`config.mk`:
```
export PLATFORM = sky130hd
export DESIGN_NAME = multi_freq_counter
export DESIGN_NICKNAME = d
export VERILOG_FILES = /design/src/rtl/multi_freq_counter.sv
export SDC_FILE = /design/constraint.sdc
export NUM_CORES = 1
export LEC_CHECK = 0
export ABC_AREA = 1
export BUFFER_PORTS_ARGS = -buffer_cell sky130_fd_sc_hd__buf_2
export CORE_MARGIN = 2
export CORE_UTILIZATION = 60
export DETAILED_ROUTE_END_ITERATION = 6
export GPL_TIMING_DRIVEN = 0
export MAX_ROUTING_LAYER = met4
export PLACE_DENSITY = 0.88
export REMOVE_ABC_BUFFERS = 1
export SETUP_SLACK_MARGIN = 0.02
export SYNTH_ARGS = -nofsm -noshare
export SYNTH_HDL_FRONTEND = slang
export SYNTH_SLANG_ARGS = --single-unit
```
`constraint.sdc`:
```
create_clock -name clk -period 4.4 [get_ports clk]
set_clock_uncertainty 0.1 [all_clocks]
set_input_delay 0.66 -clock clk [delete_from_list [all_inputs] [get_ports clk]]
set_output_delay 0.66 -clock clk [all_outputs]
set_load 0.01 [all_outputs]
```
`src/rtl/multi_freq_counter.sv`:
```
// multi_freq_counter: per-channel edge counter over a programmable gate window, results read out by valid/ready
// Ports:
//   clk, rst_n        clock and synchronous active-low reset
//   signal_in         measured signals, one bit per channel
//   period_in         new gate period in cycles, captured by load_period (0 ignored)
//   edge_mode         0 = rising edges, 1 = both edges (latched at window start)
//   result_valid/ready  output handshake, one beat per channel, chan 0 first
//   result_chan/count/sat/overrun  presented beat: channel, count, saturated, windows dropped before batch
//   dbg_state, dbg_window  output FSM state and live window counter
// Macro FREQ_CNT_SYNC_EN adds a 2-flop synchroniser on every signal_in bit.
module multi_freq_counter #(
    parameter int CHANNELS   = 4,
    parameter int COUNT_W    = 16,
    parameter int PERIOD_W   = 12,
    parameter int PERIOD_RST = 1000,
    localparam int CW = CHANNELS > 1 ? $clog2(CHANNELS) : 1
) (
    input  logic                clk,
    input  logic                rst_n,
    input  logic [CHANNELS-1:0] signal_in,
    input  logic [PERIOD_W-1:0] period_in,
    input  logic                load_period,
    input  logic                edge_mode,
    output logic                result_valid,
    input  logic                result_ready,
    output logic [CW-1:0]       result_chan,
    output logic [COUNT_W-1:0]  result_count,
    output logic                result_sat,
    output logic                result_overrun,
    output logic [1:0]          dbg_state,
    output logic [PERIOD_W-1:0] dbg_window
);
    localparam logic [1:0] IDLE = 2'b00, SEND = 2'b01;
    logic [CHANNELS-1:0] sig, prev, ev, sat, sat_nx, sat_sh;
    logic [CHANNELS-1:0][COUNT_W-1:0] live, live_nx, shadow;
    logic [PERIOD_W-1:0] win, per, pend;
    logic pend_v, mode, ovr, ovr_out, win_end, load_ok, hs, last, take;
    logic [1:0] state;
    logic [CW-1:0] chan;
`ifdef FREQ_CNT_SYNC_EN
    logic [CHANNELS-1:0] s1, s2;
    always_ff @(posedge clk)
        if (!rst_n) begin
            s1 <= '0;
            s2 <= '0;
        end else begin
            s1 <= signal_in;
            s2 <= s1;
        end
    assign sig = s2;
`else
    assign sig = signal_in;
`endif
    assign ev      = mode ? (sig ^ prev) : (sig & ~prev);
    assign win_end = win == per - 1'b1;
    assign load_ok = load_period && period_in != '0;
    assign hs      = state == SEND && result_ready;
    assign last    = chan == CW'(CHANNELS - 1);
    assign take    = state == IDLE && win_end;
    // Saturating increment; sat records an edge that arrived with the counter already full.
    always_comb begin
        live_nx = live;
        sat_nx  = sat;
        for (int i = 0; i < CHANNELS; i++) begin
            live_nx[i] = (ev[i] && live[i] != '1) ? live[i] + 1'b1 : live[i];
            sat_nx[i]  = sat[i] | (ev[i] & (live[i] == '1));
        end
    end
    always_ff @(posedge clk) begin
        if (!rst_n) begin
            prev    <= '0;
            win     <= '0;
            per     <= PERIOD_W'(PERIOD_RST);
            pend    <= '0;
            pend_v  <= 1'b0;
            mode    <= 1'b0;
            live    <= '0;
            sat     <= '0;
            shadow  <= '0;
            sat_sh  <= '0;
            ovr     <= 1'b0;
            ovr_out <= 1'b0;
            state   <= IDLE;
            chan    <= '0;
        end else begin
            prev <= sig;
            win  <= win_end ? '0 : win + 1'b1;
            // Period and mode change only across the window boundary; a strobe in the end cycle still wins.
            if (win_end) begin
                per    <= load_ok ? period_in : pend_v ? pend : per;
                pend_v <= 1'b0;
                mode   <= edge_mode;
                live   <= '0;
                sat    <= '0;
            end else begin
                if (load_ok) begin
                    pend   <= period_in;
                    pend_v <= 1'b1;
                end
                live <= live_nx;
                sat  <= sat_nx;
            end
            // Edges in the end cycle are folded in via live_nx; windows ending outside IDLE are dropped.
            if (take) begin
                shadow  <= live_nx;
                sat_sh  <= sat_nx;
                ovr_out <= ovr;
                ovr     <= 1'b0;
            end else if (win_end) begin
                ovr <= 1'b1;
            end
            if (take) begin
                state <= SEND;
                chan  <= '0;
            end else if (state == SEND) begin
                if (hs) chan <= last ? '0 : chan + 1'b1;
                if (hs && last) state <= IDLE;
            end else begin
                state <= IDLE;
            end
        end
    end
    assign result_valid   = state == SEND;
    assign result_chan    = chan;
    assign result_count   = shadow[chan];
    assign result_sat     = sat_sh[chan];
    assign result_overrun = ovr_out;
    assign dbg_state      = state;
    assign dbg_window     = win;
endmodule

```
==> results of run 1 <==
[final cells by class]
cell class | count | area, um2 | area share (%)
clock buffers | 22 | 474 | 4.66
clock inverters | 8 | 98.8 | 0.972
inverters | 149 | 559 | 5.50
multi-input cells | 977 | 4760 | 46.8
flip-flops and latches | 183 | 3660 | 36.0
well taps | 188 | 235 | 2.31
repair buffers | 59 | 382 | 3.75
[worst max-delay path, cell delays in order, from the launching register on]
cell and delay (ns):
dfxtp_1 1.16, inv_1 0.84, o21ai_0 0.60, o22ai_1 0.18
buf_2 0.18
[sequential cells by signal, indices dropped and copies added, names as in the netlist]
name / count
dbg_state: 1
dbg_window: 12
live: 64
mode: 1
ovr: 1
pend: 12
pend_v: 1
per: 12
prev: 4
result_chan: 2
result_overrun: 1
sat: 4
sat_sh: 4
shadow: 64
[layout by cell type (no fill, tap or decap), types with 3 or more instances in the layout]
| cell type | netlist | routed |
|---|---|---|
| clkinv_2 | 0 | 3 |
| inv_2 | 5 | 5 |
| nand4_1 | 10 | 10 |
| nor3_1 | 29 | 29 |
| nand2_1 | 306 | 305 |
| nor4_1 | 12 | 12 |
| o21ai_1 | 3 | 3 |
| and3_1 | 7 | 7 |
| dfxtp_1 | 183 | 183 |
| o21ai_0 | 77 | 77 |
| mux2i_1 | 3 | 3 |
| clkbuf_8 | 0 | 3 |
| nor2_2 | 6 | 7 |
| xnor2_1 | 7 | 7 |
| inv_1 | 142 | 142 |
| nand3_1 | 175 | 175 |
| a21oi_1 | 22 | 22 |
| nor2_1 | 201 | 200 |
| o22ai_1 | 16 | 16 |
| nand3b_1 | 27 | 27 |
| clkbuf_16 | 0 | 17 |
| buf_2 | 15 | 53 |
| ha_1 | 11 | 11 |
| xor2_1 | 54 | 54 |
[cell families after synthesis]
kind of cell    Yosys count  share of synthesized area, %
buf+inv                 212                          9.13
flops                   183                          39.6
simple gates            782                          37.0
xor+xnor                 61                          5.77
compound gates          119                          6.66
mux                       3                         0.324
fa+ha+maj                11                          1.49
other cells               1                        0.0405
[layer usage]
layer,vias up,routed length [um],track usage [%]
met5,-,0,-
met4,0,451,9.57
met3,33,1370,4.47
met2,262,10800,47.5
met1,4073,9810,36.2
li1,4431,-,-
[worst min path at each step]
stage | from | endpoint | slack (ns)
5_1_grt | signal_in[3] | prev[3] | 0.33
3_3_place_gp | pend_v | pend_v | 0.34
2_1_floorplan | pend_v | pend_v | 0.33
4_1_cts | signal_in[0] | prev[0] | 0.33
3_5_place_dp | sat[2] | sat[2] | 0.36
6_report | signal_in[1] | prev[1] | 0.33
[power breakdown]
part,switching [uW],internal [uW]
combinational,100,44.9
sequential,15.4,1680
clock,639,873
total,755,2590
[metrics by stage]
| stage | power (uW) | setup WS [ns] | hold slack, ns |
|---|---|---|---|
| after floorplan | 1810 | 0.908 | 0.332 |
| after global placement | 1860 | -1.83 | 0.343 |
| after detailed placement | 1870 | 0.830 | 0.356 |
| after CTS | 3350 | 0.390 | 0.329 |
| after global routing | 3440 | 0.0906 | 0.331 |
| final | 3350 | 0.248 | 0.329 |
==> flow_summary.ini, run 1 <==
[run_status]
outcome = finished clean

[global_routing]
grt_usage_pct = 28.8
grt_pass1_wl_um = 37200
antenna_found_initial = 0
gr-total-overflow = 0
grt_max_degree = 129
grt_pass1_vias = 7968

[clock_network]
htreeDepth = 4
cts_setup_buffers = 0
insertion_delay_ns = 0.44
cts_resized = 0
clkTransAtPathRegs_ns = 0.07
cts_buffer_depth = 2
cts_tree = yes
cts_hold_buf = 0
clock_sinks = 183
numCtsBuffers = 17
cts-root-buf = clkbuf_16

[logic_synthesis]
synth_area_leaders = dfxtp_1 (40%), nand2_1 (12%), nand3_1 (9.5%)
synth_edf_count = 0
ys_seq_area_share_pct = 39.6
netlist_area_um2 = 9260
synth_top_area_share_pct = 39.6
ys_types = 36
synth_seq_cells = 183
syn_inst = 1372
ys_warn_count = 0
async_flop_share_pct = 0
synth_top_cell_by_area = dfxtp_1
synthTopCellsByCount = nand2_1 (306), nor2_1 (201), dfxtp_1 (183), nand3_1 (175), inv_1 (142)
synth_top_flop_cell = dfxtp_1
syn-mean-instance-area_um2 = 6.75
post-synth-top-count-cell = nand2_1

[cells_and_area]
finish.instance_area_um2 = 10200
final_nets = 1419
areaGrowthSynthToFinish_pct = 9.88
n_antenna_cell = 0
utilization_pct = 67.1
drive_gt1_share_pct = 7.51
fin_cells = 1586
n_fill_cell = 1280

[floorplan]
fp.dieW_um = 128
coreArea_um2 = 15100
start_util_pct = 61.1
die_h_um = 128
dieArea_um2 = 16400
rows = 45
io_pins = 56

[sta]
fmaxAchievable_mhz = 241
fin_tns_setup_ns = 0
drv_slew = 0
hold_viol = 0
slew_headroom_pct = 16.3
worstMarginPinSlew_ns = 1.25
finalCriticalPeriod_ns = 4.15
fin_crit_sh_pct = 94.4
rsz0062_at_grt = false
setup_viol = 0

[worst_hold_path]
hold_depth = 3
holdCritPathClass = input pin to flop

[critical_path]
rr_worst_depth = 15
crit_type = flop to output pin
arrival_ns = 3.39
startpoint = result_chan[0]
end_kind = output pin
cp.required_ns = 3.64
crit_path_max_fanout = 38
rr_endpoint = shadow[54]
crit_path_end = result_count[14]
critPathLaunchType = flop
rr_startpoint = per[0]
r2r_slack_ns = 1.01

[placement]
dpl.cell_count = 1556
place_area_um2 = 9590
place.gp.congestion = 0.943
hpwl_um = 15300
portBuffers = 54

[flow_run]
max_cap_violations = 0

[power]
power.density_nw_per_um2 = 329
p_leak_uw = 0.00457
ir_worst_vdd_uv = 244

[routing]
drt_first_pass_iters = 6
drcViolationCount = 0
drt-vias-per-instance = 5.55
wl_per_cell_um = 14.1
wirelength_um = 22400
vias = 8799
drt-initial-drc-count = 791
drt.antenna.violating_nets = 0
Power figures use the tool's default switching activity.
==> inputs of run 2 (changes only) <==
Settings changed: BUFFER_PORTS_ARGS -buffer_cell sky130_fd_sc_hd__buf_2 to unset, DONT_BUFFER_PORTS set to 1, PLACE_DENSITY 0.88 to 0.85.
==> flow_summary.ini, run 2 (synthesized netlist as in run 1, its figures left out) <==
[critical_path]
end_kind = output pin
crit_path_max_fanout = 38
rr_startpoint = per[0]
startpoint = result_chan[0]
cp.required_ns = 3.64
max_stage_delay_ns = 0.84
arrival_ns = 2.79
crit_slowest_cell = dfxtp_2
crit_chain = inv_1 -> o21ai_0 -> o22ai_1
crit_type = flop to output pin
critPathLaunchType = flop

[routing]
drt-vias-per-instance = 5.59
drt-initial-drc-count = 891
routed-wl-met2_um = 10600
highest_layer = met4
drcViolationCount = 0
wl_per_cell_um = 14.7
wirelength_um = 22500
vias = 8573
met3_length_um = 1950
wl_met1_um = 9360
drt.antenna.violating_nets = 0
drt_first_pass_iters = 6

[clock_network]
clkTransAtPathRegs_ns = 0.07
htreeDepth = 4
numCtsBuffers = 17
cts_setup_buffers = 0
cts_tree = yes
cts-root-buf = clkbuf_16
insertion_delay_ns = 0.43
cts_buffer_depth = 2
clock_sinks = 183

[power]
p_int_uw = 2760
combPwrFrac_pct = 3.0
switching_power_uw = 764
power.density_nw_per_um2 = 352
pwr-share-seq_pct = 48.1
total_power_uw = 3520
swShare_pct = 21.7
power_frac_clock_pct = 48.9
p_leak_uw = 0.00434
ir_worst_vdd_uv = 286

[placement]
place.gp.congestion = 0.948
hpwl_um = 14800
portBuffers = 0

[sta]
fin_crit_sh_pct = 80.7
finalCriticalPeriod_ns = 3.55
slew_headroom_pct = 33.2
hold_viol = 0
holdWs_ns = 0.221
setup_viol = 0
drv_slew = 0
rsz0062_at_grt = false
worstMarginPinSlew_ns = 1.00
fin_tns_setup_ns = 0
fmaxAchievable_mhz = 281

[global_routing]
grt_usage_pct = 28.9
antenna_found_initial = 0
grt_max_degree = 177
gr-total-overflow = 0
grt_pass1_wl_um = 37300
grt_pass1_vias = 7816

[floorplan]
dieArea_um2 = 16400
die_h_um = 128
start_util_pct = 61.1
io_pins = 56
fp.dieW_um = 128
coreArea_um2 = 15100
rows = 45

[cells_and_area]
final_common_cell = nand2_1
utilization_pct = 66.0
drive_gt1_share_pct = 4.16
reg_top3 = live: 64 flops, shadow: 64 flops
final_nets = 1365
n_antenna_cell = 0
layout_common_cells = nand2_1 (305), nor2_1 (200), dfxtp_1 (182), nand3_1 (175), inv_1 (142)
areaGrowthSynthToFinish_pct = 7.94

[flow_run]
max_cap_violations = 0

[run_status]
outcome = finished clean

[worst_hold_path]
hp-start = signal_in[1]
holdCritPathClass = input pin to flop
==> run 2: cell count changes in the layout (fill, tap and decap cells not counted) <==
cell and delta:
dfxtp_1 -1, clkbuf_8 -1, clkbuf_1 -2, inv_8 +1
buf_2 -53, clkinv_2 -2, inv_6 +2, bufinv_16 +3
dfxtp_2 +1, clkinvlp_4 +1, buf_6 -1
==> run 2: stage by stage <==
stage	area, um2	setup slack, ns	std cells
final	9990	0.847	1534
after global routing	9990	0.637	1534
after CTS	9940	0.292	1532
after detailed placement	9270	0.670	1500
after global placement	9210	-0.489	1497
after floorplan	8970	0.908	1309
==> run 2: final cells by class <==
cell class	instances	area, um2
repair buffers	5	105
inverters	149	559
flip-flops and latches	183	3660
multi-input cells	977	4760
clock inverters	13	215
well taps	188	235
clock buffers	19	453
fillers	1283	5160
==> run 2: power groups by stage <==
stage	Sequential, uW	Clock, uW	Combinational, uW
after floorplan	1730	0	80.2
after global placement	1730	0	99.6
after detailed placement	1730	0	103
after CTS	1690	1740	106
after global routing	1690	1810	122
final	1690	1720	106
==> run 2: per-layer routing <==
metal	global-route usage, %	vias to the layer above
li1	-	4309
met1	36.3	3884
met2	45.6	325
met3	5.93	55
met4	11.4	0
met5	-	-
==> run 2: critical path, delay by kind of cell (launching register included) <==
| family | cells | cell delay (ns) |
|---|---|---|
| DFF | 1 | 0.84 |
| buffers and inverters | 1 | 0.68 |
| AOI/OAI and AO/OA | 2 | 0.83 |
==> run 2: path summary, 6_finish.rpt <==
path	endpoint	slack [ns]	depth (start not counted)
setup / recovery	result_count[8]	0.85	3
hold / removal	prev[1]	0.22	2
setup reg to reg	shadow[33]	1.18	13
hold reg to reg	pend_v	0.35	2
==> run 2: timing repair <==
action                     in CTS  in global routing
resized for setup               0                  1
setup endpoints to repair       0                  2
hold buffers                    0                  0
==> inputs of run 3 (changes only) <==
Settings changed: ABC_AREA 1 to 0, CORE_UTILIZATION 60 to 58.
Clock period 4.4 ns to 3.1 ns, I/O delays scaled along.
==> flow_summary.ini, run 3 <==
[clock_network]
cts_hold_buf = 0
htreeDepth = 4
cts_tree = yes
cts_buffer_depth = 2
numCtsBuffers = 17
clock_sinks = 183
insertion_delay_ns = 0.44
cts-root-buf = clkbuf_16
clkTransAtPathRegs_ns = 0.08

[routing]
drt.antenna.violating_nets = 0
wirelength_um = 24100
drt-initial-drc-count = 687
vias = 7052
drt-vias-per-instance = 6.11
drt_first_pass_iters = 5
wl_per_cell_um = 20.8
drcViolationCount = 0

[logic_synthesis]
syn_inst = 926
synth_top_flop_cell = dfxtp_1
synth_compound_area_share_pct = 5.17
synth_area_leaders = dfxtp_1 (41%), mux2i_1 (11%), xnor2_1 (4.3%)
synth_seq_cells = 183
ys_seq_area_share_pct = 40.9
synth-simple-area-share_pct = 22.1
synthXorXnorAreaFrac_pct = 7.62
synth_top_area_share_pct = 40.9
ys_types = 58
async_flop_share_pct = 0
syn-mean-instance-area_um2 = 9.67
synth_adder_area_share_pct = 1.54
synth_top_cell_by_area = dfxtp_1
netlist_area_um2 = 8950
synthMuxAreaShare_pct = 16.6
post-synth-top-count-cell = dfxtp_1
synthTopCellsByCount = dfxtp_1 (183), mux2i_1 (99), nor2_1 (80), nor2b_1 (61), inv_1 (58)
ys_warn_count = 0
synth_edf_count = 0
synth_top_family_by_area = simple AND/OR/NAND/NOR gates

[global_routing]
gr-total-overflow = 0
grt_max_degree = 127
grt_pass1_wl_um = 34800
antenna_found_initial = 0
grt_usage_pct = 28.4
grt_pass1_vias = 6837

[sta]
worstMarginPinSlew_ns = 1.26
hold_viol = 0
drv_slew = 0
setup_ws_ns = -0.137
slew_headroom_pct = 15.9
finalCriticalPeriod_ns = 3.24
fin_crit_sh_pct = 104
fmaxAchievable_mhz = 309
rsz0062_at_grt = true
fin_tns_setup_ns = -6.01
setup_viol = 133

[worst_hold_path]
hp-start = signal_in[0]
hold_depth = 1
holdCritPathClass = input pin to flop

[power]
power.density_nw_per_um2 = 474
ir_worst_vdd_uv = 373
p_leak_uw = 0.00377

[placement]
portBuffers = 0
dp_slack_ns = -1.10
place.gp.congestion = 0.863
hpwl_um = 12400

[critical_path]
crit_top_cell = buf_12
startpoint = per[0]
crit_chain = inv_4 -> ha_4 -> or4b_4 -> or4b_1 -> a21oi_2 -> o22ai_2 -> a2111oi_4 -> buf_6 -> buf_12 -> buf_12 -> buf_12 -> buf_12 -> mux2i_1 -> nor2b_1
cp_top_family = simple AND/OR/NAND/NOR gates
cp_num_buf_inv = 6
crit_slowest_cell = or4b_1
arrival_ns = 3.46
rr_startpoint = per[0]
rr_worst_depth = 14
critPathLaunchType = flop
crit_type = flop to flop
end_kind = flop
max_stage_delay_ns = 0.51
cp.required_ns = 3.32
crit_path_max_fanout = 7
path_depth = 14

[cells_and_area]
final_nets = 986
drive_gt1_share_pct = 15.4
final_common_cell = dfxtp_1
layout_common_cells = dfxtp_1 (181), mux2i_1 (94), nor2_1 (80), nor2b_1 (60), inv_1 (56)
reg_top3 = live: 64 flops, shadow: 64 flops
areaGrowthSynthToFinish_pct = 15.7
n_antenna_cell = 0

[flow_run]
max_cap_violations = 0

[floorplan]
fp.dieW_um = 128
coreArea_um2 = 15100
io_pins = 56
die_h_um = 128
rows = 45
start_util_pct = 59.1
dieArea_um2 = 16400

[run_status]
outcome = complete, but fails checks
violations = negative setup slack
[run 3: cell types whose count changed after synthesis, moves of 61 or more]
cell     previous run  this run
nand3_1           175        36
inv_1             142        58
nand2_1           306        51
o21ai_0            77        11
nor2b_1             0        61
mux2i_1             3        99
nor2_1            201        80
[run 3: path summary, 6_finish.rpt]
kind / endpoint / slack, ns
max: shadow[39] / -0.14
max reg2reg: shadow[39] / -0.14
min: prev[0] / 0.05
min reg2reg: sat[0] / 0.35
[run 3: cell families (layout without fill, tap and decap cells)]
logic type | count (synthesis) | after routing
AOI/OAI and AO/OA | 55 | 55
xor gates and xnor gates | 77 | 77
adders and majority gates | 11 | 11
buffers and inverters | 106 | 131
DFF | 183 | 183
muxes | 126 | 126
other | 1 | 1
and+or+nand+nor | 367 | 383
[run 3: timing repair]
action                     CTS  global route
pin swaps                   14            20
cloned                      12             7
setup buffers               19            11
setup endpoints to repair  179           179
resized for setup           40            31
[run 3: report_power, final]
part / switching [uW] / internal (uW) / total (uW)
Sequential: 25.9 / 2380 / 2400
Clock: 959 / 1380 / 2340
Combinational: 99.5 / 71.3 / 171
Total: 1080 / 3830 / 4910
[run 3: routing by layer]
layer  vias up  routed length, um  global-route usage [%]
met5         -                  0                       -
met3       106               2120                    6.05
met1      3359               8870                    32.8
li1       3225                  -                       -
met2       362              11900                    47.2
met4         0               1180                    13.3
[run 3: stage by stage]
stage	power, uW	hold slack (ns)	util (%)	instance area (um2)	std cells
6_report	4910	0.0538	68.4	10400	1155
5_1_grt	5030	0.0454	68.4	10400	1155
4_1_cts	4900	0.0343	66.3	10000	1137
3_5_place_dp	2590	0.345	59.3	8990	1074
3_3_place_gp	2580	0.335	58.5	8860	1066
2_1_floorplan	2560	0.324	-	8630	878
[run 3: final cells by class]
type | count | area [um2]
flip-flops and latches | 183 | 3670
clock inverters | 13 | 193
well taps | 188 | 235
repair buffers | 41 | 485
clock buffers | 19 | 443
inverters | 58 | 223
multi-input cells | 653 | 5110
fillers | 983 | 4790
